<file path="config.mk">
export PLATFORM = sky130hd
export DESIGN_NAME = lfsr_prbs_gen
export DESIGN_NICKNAME = d
export VERILOG_FILES = /design/src/rtl/lfsr_pkg.sv /design/src/rtl/lfsr_step_unroll.sv /design/src/rtl/lfsr_prbs_gen.sv
export SDC_FILE = /design/constraint.sdc
export NUM_CORES = 1
export LEC_CHECK = 0
export CAP_MARGIN = 20
export CORE_UTILIZATION = 50
export DETAILED_ROUTE_END_ITERATION = 7
export HOLD_SLACK_MARGIN = 0.08
export PLACE_DENSITY = 0.79
export SLEW_MARGIN = 20
export SYNTH_ARGS = -nofsm -noshare
export SYNTH_HDL_FRONTEND = slang
export SYNTH_SLANG_ARGS = --single-unit
</file>
<file path="constraint.sdc">
create_clock -name clk_i -period 1.2 [get_ports clk_i]
set_input_delay 0.36 -clock clk_i [delete_from_list [all_inputs] [get_ports clk_i]]
set_output_delay 0.36 -clock clk_i [all_outputs]
set_load 0.005 [all_outputs]
</file>
<file path="src/rtl/lfsr_pkg.sv">
// Shared LFSR types, maximal-length tap masks and the single-shift step function
// used by the PRBS generator.
package lfsr_pkg;

    typedef enum logic {
        LFSR_GALOIS    = 1'b0,
        LFSR_FIBONACCI = 1'b1
    } lfsr_mode_e;

    typedef enum logic {
        ST_IDLE = 1'b0,
        ST_RUN  = 1'b1
    } lfsr_fsm_e;

    // Widest LFSR the step function supports; callers zero-extend into this width.
    localparam int LFSR_MAX_WIDTH = 64;

    // Maximal-length taps, right-shifting Galois mask form (MSB is the feedback slot).
    localparam logic [3:0]  LFSR_POLY_4  = 4'hC;
    localparam logic [7:0]  LFSR_POLY_8  = 8'hB8;
    localparam logic [15:0] LFSR_POLY_16 = 16'hB400;
    localparam logic [31:0] LFSR_POLY_32 = 32'h8020_0003;

    // One shift of a width-bit LFSR held in the low bits of a LFSR_MAX_WIDTH vector.
    // Bits at and above width must be zero on entry and come back zero.
    function automatic logic [LFSR_MAX_WIDTH-1:0] lfsr_step(
        input logic [LFSR_MAX_WIDTH-1:0] state,
        input logic [LFSR_MAX_WIDTH-1:0] poly,
        input int unsigned               width,
        input lfsr_mode_e                mode
    );
        logic [LFSR_MAX_WIDTH-1:0] sh;
        logic [LFSR_MAX_WIDTH-1:0] nxt;
        logic                      fb;
        int                        wi;

        wi  = int'(width);
        sh  = state >> 1;
        nxt = '0;
        fb  = (mode == LFSR_GALOIS) ? state[0] : ^(state & poly);
        for (int i = 0; i < LFSR_MAX_WIDTH; i++) begin
            if (i == wi - 1) begin
                nxt[i] = fb;
            end else if (i < wi - 1) begin
                nxt[i] = (mode == LFSR_GALOIS) ? (sh[i] ^ (poly[i] & fb)) : sh[i];
            end
        end
        return nxt;
    endfunction

endpackage

</file>
<file path="src/rtl/lfsr_step_unroll.sv">
// Combinational advance: STEPS chained single LFSR shifts evaluated in one cycle.
module lfsr_step_unroll
    import lfsr_pkg::*;
#(
    parameter int unsigned           DATA_WIDTH = 32,
    parameter logic [DATA_WIDTH-1:0] POLY       = '0,
    parameter int unsigned           STEPS      = 1,
    parameter lfsr_mode_e            MODE       = LFSR_GALOIS
) (
    input  logic [DATA_WIDTH-1:0] i_state,
    output logic [DATA_WIDTH-1:0] o_state
);

    logic [DATA_WIDTH-1:0] w_chain [STEPS+1];

    assign w_chain[0] = i_state;

    for (genvar k = 0; k < STEPS; k++) begin : g_step
        assign w_chain[k+1] = DATA_WIDTH'(lfsr_step(LFSR_MAX_WIDTH'(w_chain[k]),
                                                     LFSR_MAX_WIDTH'(POLY),
                                                     DATA_WIDTH, MODE));
    end

    assign o_state = w_chain[STEPS];

endmodule

</file>
<file path="src/rtl/lfsr_prbs_gen.sv">
// PRBS source with valid/ready output, seed reload, wrap and lock-up detection.
// Define LFSR_LOCKUP_RECOVER_EN to reload a non-zero state automatically after lock-up.
module lfsr_prbs_gen
    import lfsr_pkg::*;
#(
    parameter int unsigned           DATA_WIDTH = 32,
    parameter logic [DATA_WIDTH-1:0] POLY       = '0,
    parameter logic [DATA_WIDTH-1:0] SEED       = DATA_WIDTH'(1),
    parameter int unsigned           STEPS      = 1,
    parameter lfsr_mode_e            MODE       = LFSR_GALOIS
) (
    input  logic                  clk_i,
    input  logic                  rst_n_i,
    input  logic                  en_i,
    input  logic                  wr_i,
    input  logic [DATA_WIDTH-1:0] dat_i,
    output logic                  valid_o,
    input  logic                  ready_i,
    output logic [DATA_WIDTH-1:0] dat_o,
    output logic                  wrap_o,
    output logic                  lockup_o
);

    lfsr_fsm_e             r_fsm;
    logic [DATA_WIDTH-1:0] r_state;
    logic [DATA_WIDTH-1:0] r_ref;
    logic                  r_valid;
    logic                  r_wrap;
    logic                  r_lockup;
    logic                  r_zero_seen;

    logic [DATA_WIDTH-1:0] w_adv;
    logic                  w_hs;
    logic                  w_zero;
    logic                  w_recover;
    logic [DATA_WIDTH-1:0] w_reload;

    lfsr_step_unroll #(
        .DATA_WIDTH (DATA_WIDTH),
        .POLY       (POLY),
        .STEPS      (STEPS),
        .MODE       (MODE)
    ) u_step (
        .i_state (r_state),
        .o_state (w_adv)
    );

    assign w_hs   = r_valid & ready_i;
    assign w_zero = (r_state == '0);

`ifdef LFSR_LOCKUP_RECOVER_EN
    localparam logic [DATA_WIDTH-1:0] STATE_ONE = DATA_WIDTH'(1);
    assign w_recover = w_zero;
    assign w_reload  = (r_ref != '0) ? r_ref : STATE_ONE;
`else
    assign w_recover = 1'b0;
    assign w_reload  = '0;
`endif

    always_ff @(posedge clk_i) begin
        // NOTE: reset is synchronous; rst_n_i acts as the highest-priority data input.
        if (!rst_n_i) begin
            r_fsm       <= ST_IDLE;
            r_state     <= SEED;
            r_ref       <= SEED;
            r_valid     <= 1'b0;
            r_wrap      <= 1'b0;
            r_lockup    <= 1'b0;
            r_zero_seen <= 1'b0;
        end else begin
            // NOTE: non-blocking assignments so every flop samples pre-edge values.
            r_wrap      <= 1'b0;
            r_lockup    <= w_zero & ~r_zero_seen;
            r_zero_seen <= w_zero;
            if (wr_i) begin
                // A word handshaken in this cycle is consumed but not advanced.
                r_state <= dat_i;
                r_ref   <= dat_i;
                r_fsm   <= ST_IDLE;
                r_valid <= 1'b0;
            end else begin
                if (w_recover) begin
                    r_state <= w_reload;
                end else if (w_hs) begin
                    r_state <= w_adv;
                    r_wrap  <= (w_adv == r_ref);
                end
                case (r_fsm)
                    ST_IDLE: begin
                        if (en_i) begin
                            r_fsm   <= ST_RUN;
                            r_valid <= 1'b1;
                        end
                    end
                    ST_RUN: begin
                        // Leave only on a completed handshake so no word is dropped.
                        if (w_hs && !en_i) begin
                            r_fsm   <= ST_IDLE;
                            r_valid <= 1'b0;
                        end
                    end
                    default: begin
                        r_fsm   <= ST_IDLE;
                        r_valid <= 1'b0;
                    end
                endcase
            end
        end
    end

    assign valid_o  = r_valid;
    assign dat_o    = r_state;
    assign wrap_o   = r_wrap;
    assign lockup_o = r_lockup;

endmodule

</file>
======== Word-level counts from Yosys, hierarchy flattened ========
Cells that the tools add are included.
Widths: inputs -> output; s select.
operators by class
  bitwise logic cells ..................... 6
  reduce and logical (&&, ||, !) cells .... 7
  multiplexer cells ....................... 8
  eq/ne operators ......................... 3
operator list
  operator            number
  $mux 32             2
  $eq 32x32->1        1
  $logic_not 32->1    1
  $mux 1              4
  $not 1->1           4
  $pmux 1 s2          2
  $reduce_or 3->1     1
  $and 1x1->1         2
  $ne 2x1->1 const B  1
  $ne 2x2->1 const B  1
  $reduce_and 2->1    1
  $reduce_bool 2->1   1
  $reduce_or 2->1     1
  $logic_and 1x1->1   1
  $logic_not 1->1     1
storage, ports and cells
  bits of input ports ..................... 37
  word-level logic and storage cells ...... 31
  register bits ........................... 69

======== Logic depth before layout (Yosys ltp) ========
  depth after elaboration ................. 4
  depth in mapped cells ................... 5

======== By module ========
From an unflattened synthesis, not the netlist that was laid out.
second synthesis, totals
  cell total of the unflattened synthesis .. 378
  area total of the unflattened synthesis .. 3450.8 sq um
by module, submodules not included
  module            times used  area each (sq um)  sequential area each (sq um)  cells an instance
  lfsr_prbs_gen     1           3210.6             1381.3                        346
  lfsr_step_unroll  1           240.2              0.0                           32

======== Worst setup path before layout ========
No wires, ideal clock.
  path kind ............................... input-to-reg
  start point ............................. input ready_i
  end point ............................... register r_state[29] (netlist: dat_o[29])
  setup slack ............................. 0.071 ns
  arrival time ............................ 1.014 ns
  stages on the path ...................... 5
  library setup time ...................... 0.115 ns
  path buffers ............................ 1
  cells stage by stage .................... nand2_4 -> buf_6 -> mux2i_1 -> o21ai_0 -> and2_1
on the way
  word-level cells in the longest chain between the ends .. 2
ends and longest elaborated chain
  element                      line                 text
  from (decl)                  lfsr_prbs_gen.sv:18  input logic ready_i,
  $and 1x1->1                  lfsr_prbs_gen.sv:48  assign w_hs = r_valid & ready_i;
  $reduce_bool 2->1 (no line)  n/a
  to (signal assigned)         lfsr_prbs_gen.sv:77  r_state <= dat_i;
  to (signal assigned)         lfsr_prbs_gen.sv:83  r_state <= w_reload;
  to (signal assigned)         lfsr_prbs_gen.sv:85  r_state <= w_adv;
  to (decl)                    lfsr_prbs_gen.sv:25  logic [DATA_WIDTH-1:0] r_state;
No other way between the ends.
A chain may end at the register's enable or synchronous reset.

======== Worst setup path in the final report ========
  start point ............................. register r_state[20] (netlist: dat_o[20])
  end point ............................... register r_wrap (netlist: wrap_o)
on the way
  word-level cells in the longest chain between the ends .. 1
ends and longest elaborated chain
  element               line                 text
  $eq 32x32->1          lfsr_prbs_gen.sv:86  r_wrap <= (w_adv == r_ref);
  to (signal assigned)  lfsr_prbs_gen.sv:86
  to (decl)             lfsr_prbs_gen.sv:28  logic r_wrap;
No other way between the ends.

==> results.cfg <==
[outcome]
run_status = complete, but fails checks
violations = negative setup slack

[cts]
cts_buffers = 9
ctsHoldBuffers = 0
clock_tree.buffer_depth = 2
clk_root_buffer_cell = sky130_fd_sc_hd__clkbuf_8
htree_num_levels = 3
clk_transition_reported_paths_ns = 0.07
worst_skew_pair.late_latency_ns = 0.34
cts_num_sinks = 69
tritoncts_clock_tree = done

[layout]
synthesis_to_finish_area_growth_pct = 54.6
finalNetCount = 518
n_antenna_cell = 0
drive_above_1_share = 0.374
postLayoutCellArea_mm2 = 0.00497

[synthesis]
ys_seq_area_frac = 0.429
post_synth_instance_area_mm2 = 0.00322
synth.cells.most_frequent = 69 x sky130_fd_sc_hd__dfxtp_1, 33 x sky130_fd_sc_hd__o21ai_0, 32 x sky130_fd_sc_hd__nand2_1, 32 x sky130_fd_sc_hd__nand2b_1
syn_avg_cell_area_um2 = 9.30
post_synth_inst_count = 346
synth-edff-count = 0
synthDistinctLibCells = 26
ys_seq_elements = 69
synthDominantCellAreaShare = 0.429
synth_top_area_cell = sky130_fd_sc_hd__dfxtp_1
postSynth.topFlopCell = sky130_fd_sc_hd__dfxtp_1
synth-async-reset-ratio = 0
synth_area_leaders = sky130_fd_sc_hd__dfxtp_1 43%, sky130_fd_sc_hd__mux2i_1 9.6%, sky130_fd_sc_hd__xor2_1 7.9%, sky130_fd_sc_hd__a21boi_0 7.2%, sky130_fd_sc_hd__nand2b_1 6.2%
ys.warnings.count = 0
synth_fp_nets = 383
post-synth-top-count-cell = sky130_fd_sc_hd__dfxtp_1

[sta]
setup-violations-final = 26
tns_ns = -1.14
hold_viol_final = 0
worst_pin_slew_ns = 0.317
rsz0062_at_grt = yes
share_of_the_clock_period_used_by_the_worst_path = 1.24
maxClockFrequency_mhz = 670
final_critical_path_time_including_i_o_delays_and_setup_ns = 1.49
finalWorstSetupSlack_ns = -0.293
max_slew_margin = 0.788
report.final.slew_viol_count = 0
finClkSkew_ns = 0.00527

[power]
p_leak_nw = 2.33
vdd_drop_max_mv = 0.810
total_power_divided_by_cell_area_mw_per_mm2 = 1160

[setup_path]
cpMostUsedCell = sky130_fd_sc_hd__buf_6
timing.critical_path.required_ns = 1.46
cp_data_arrival_time_ns = 1.76
critical_path_cell_by_cell = buf_6, buf_6, xor2_2, nor4_2, nand4_1, nor3_2
crit_path_end_kind = flop
critPathMaxFanout = 3
worstSetupPathType = reg2reg
worst_path_largest_cell_delay_ns = 0.35
critical-path-slowest-cell = sky130_fd_sc_hd__dfxtp_4
worst_setup_path_start_kind = flop

[die]
fp.dieW_um = 82.2
fp.dieArea_mm2 = 0.00676
num_io_pins = 72
placeable_core_region_mm2 = 0.00606
fp.dieH_um = 82.2
fp-row-count = 28
floorplan.initialDensity = 0.531

[drt]
drt_drc_violations_left = 0
drt_pass1_iterations = 6
drt_wl_total_um = 9600
drt_iter0_markers = 147
num_vias = 3034
post_drt_via_cell_ratio = 5.41
ant_nets = 0
routed_len_inst_um = 17.1

[run]
max_cap_viol_count = 0

[global_routing]
grt_overflow = 0
first_global_vias = 2954
grt_start_max_net_pins = 68
global_route_wire_length_before_repair_um = 14400
number_of_antenna_violations_at_the_first_check_in_global_routing = 0
track_usage = 0.286

[placement]
placed_cell_area_mm2 = 0.00425
place.detailed.hpwl_um = 5560
place_congestion = 0.784
io_buffer_count = 71

[worst_hold_path]
min_path_type = reg2reg
-- path summary, 6_finish.rpt --
check | start | endpoint | slack (ns) | depth (start not counted)
worst max register to register | dat_o[20] | wrap_o | -0.29 | 6
worst max-delay path | dat_o[20] | wrap_o | -0.29 | 6
worst min-delay path | r_zero_seen | lockup_o | 0.44 | 1
worst min register to register | r_zero_seen | lockup_o | 0.44 | 1
-- power by group --
| part | internal [mW] | switching [mW] | total, mW |
|---|---|---|---|
| clock network | 1.28 | 0.877 | 2.16 |
| registers | 2.40 | 0.101 | 2.50 |
| logic | 0.614 | 0.490 | 1.10 |
-- logic make-up after synthesis --
| kind of cell | count (synthesis) | share of synthesized area |
|---|---|---|
| flip-flops | 69 | 0.429 |
| XOR/XNOR | 32 | 0.0871 |
| multiplexers | 31 | 0.0965 |
| AO/OA/AOI/OAI | 67 | 0.130 |
| AND/OR/NAND/NOR | 127 | 0.225 |
| buffers and inverters | 20 | 0.0327 |
-- cell type report --
| class | count | area [µm²] |
|---|---|---|
| tap | 75 | 93.8 |
| multi-input combinational | 257 | 1900 |
| sequential | 69 | 1480 |
| timing repair buffer | 144 | 1270 |
| clock buffer | 12 | 155 |
| fill | 357 | 1090 |
| clock inverter | 4 | 70.1 |
-- cells in the final DEF (no fill, tap or decap), types with 2 or more instances in the layout --
cell type,n
sky130_fd_sc_hd__buf_4,57
sky130_fd_sc_hd__dfxtp_1,36
sky130_fd_sc_hd__clkdlybuf4s50_1,34
sky130_fd_sc_hd__nand2_1,32
sky130_fd_sc_hd__o21ai_1,32
sky130_fd_sc_hd__nand2b_1,32
sky130_fd_sc_hd__and2_1,31
sky130_fd_sc_hd__a21boi_0,30
sky130_fd_sc_hd__buf_2,27
sky130_fd_sc_hd__mux2i_1,26
sky130_fd_sc_hd__xor2_1,26
sky130_fd_sc_hd__dfxtp_4,21
sky130_fd_sc_hd__buf_6,16
sky130_fd_sc_hd__dfxtp_2,12
sky130_fd_sc_hd__clkbuf_8,11
sky130_fd_sc_hd__nor4_2,9
sky130_fd_sc_hd__buf_12,5
sky130_fd_sc_hd__nor2_1,4
sky130_fd_sc_hd__nand4_1,4
sky130_fd_sc_hd__mux2i_2,3
sky130_fd_sc_hd__xnor2_1,3
sky130_fd_sc_hd__xor2_2,3
sky130_fd_sc_hd__nor4_4,3
sky130_fd_sc_hd__mux2i_4,2
sky130_fd_sc_hd__nor2b_1,2
sky130_fd_sc_hd__nor4_1,2
sky130_fd_sc_hd__nor3_2,2
sky130_fd_sc_hd__clkinv_2,2
sky130_fd_sc_hd__bufinv_16,2
sky130_fd_sc_hd__clkbuf_16,2
-- through the flow --
step                utilization  hold slack (ns)  setup WS (ns)  std cells  total power [mW]
detailed placement        0.701            0.388         -0.512        510              3.44
floorplan                     -            0.373         0.0713        346              2.97
global placement          0.701            0.383         -0.475        510              3.42
global route              0.821            0.447         -0.314        561              5.99
finish                    0.821            0.442         -0.293        561              5.76
CTS                       0.785            0.398         -0.168        556              5.62
-- sequential cells by signal, summed over array words and instances, names as in the netlist --
register,count
r_fsm,1
wrap_o,1
lockup_o,1
r_ref,32
valid_o,1
r_zero_seen,1
dat_o,32
-- per-layer routing --
| metal | wire length, µm | up-vias | GRT usage |
|---|---|---|---|
| li1 | - | 1444 | - |
| met1 | 4070 | 1465 | 0.368 |
| met2 | 4770 | 99 | 0.465 |
| met3 | 511 | 26 | 0.0473 |
| met4 | 255 | 0 | 0.139 |
| met5 | 0 | - | 0 |
-- what timing repair did --
action / in CTS / in global routing
setup endpoints to repair: 88 / 57
pin swaps: 8 / 30
gates cloned: 1 / 2
setup buffers: 29 / 3
resized for setup: 213 / 59
-- worst max-delay path, delay by kind of cell, from the launching register on --
family / cells / cell delay (ns)
flip-flops: 1 / 0.35
buffers and inverters: 2 / 0.23
AND/OR/NAND/NOR: 3 / 0.68
XOR/XNOR: 1 / 0.16
(Power assumes the default switching activity.)
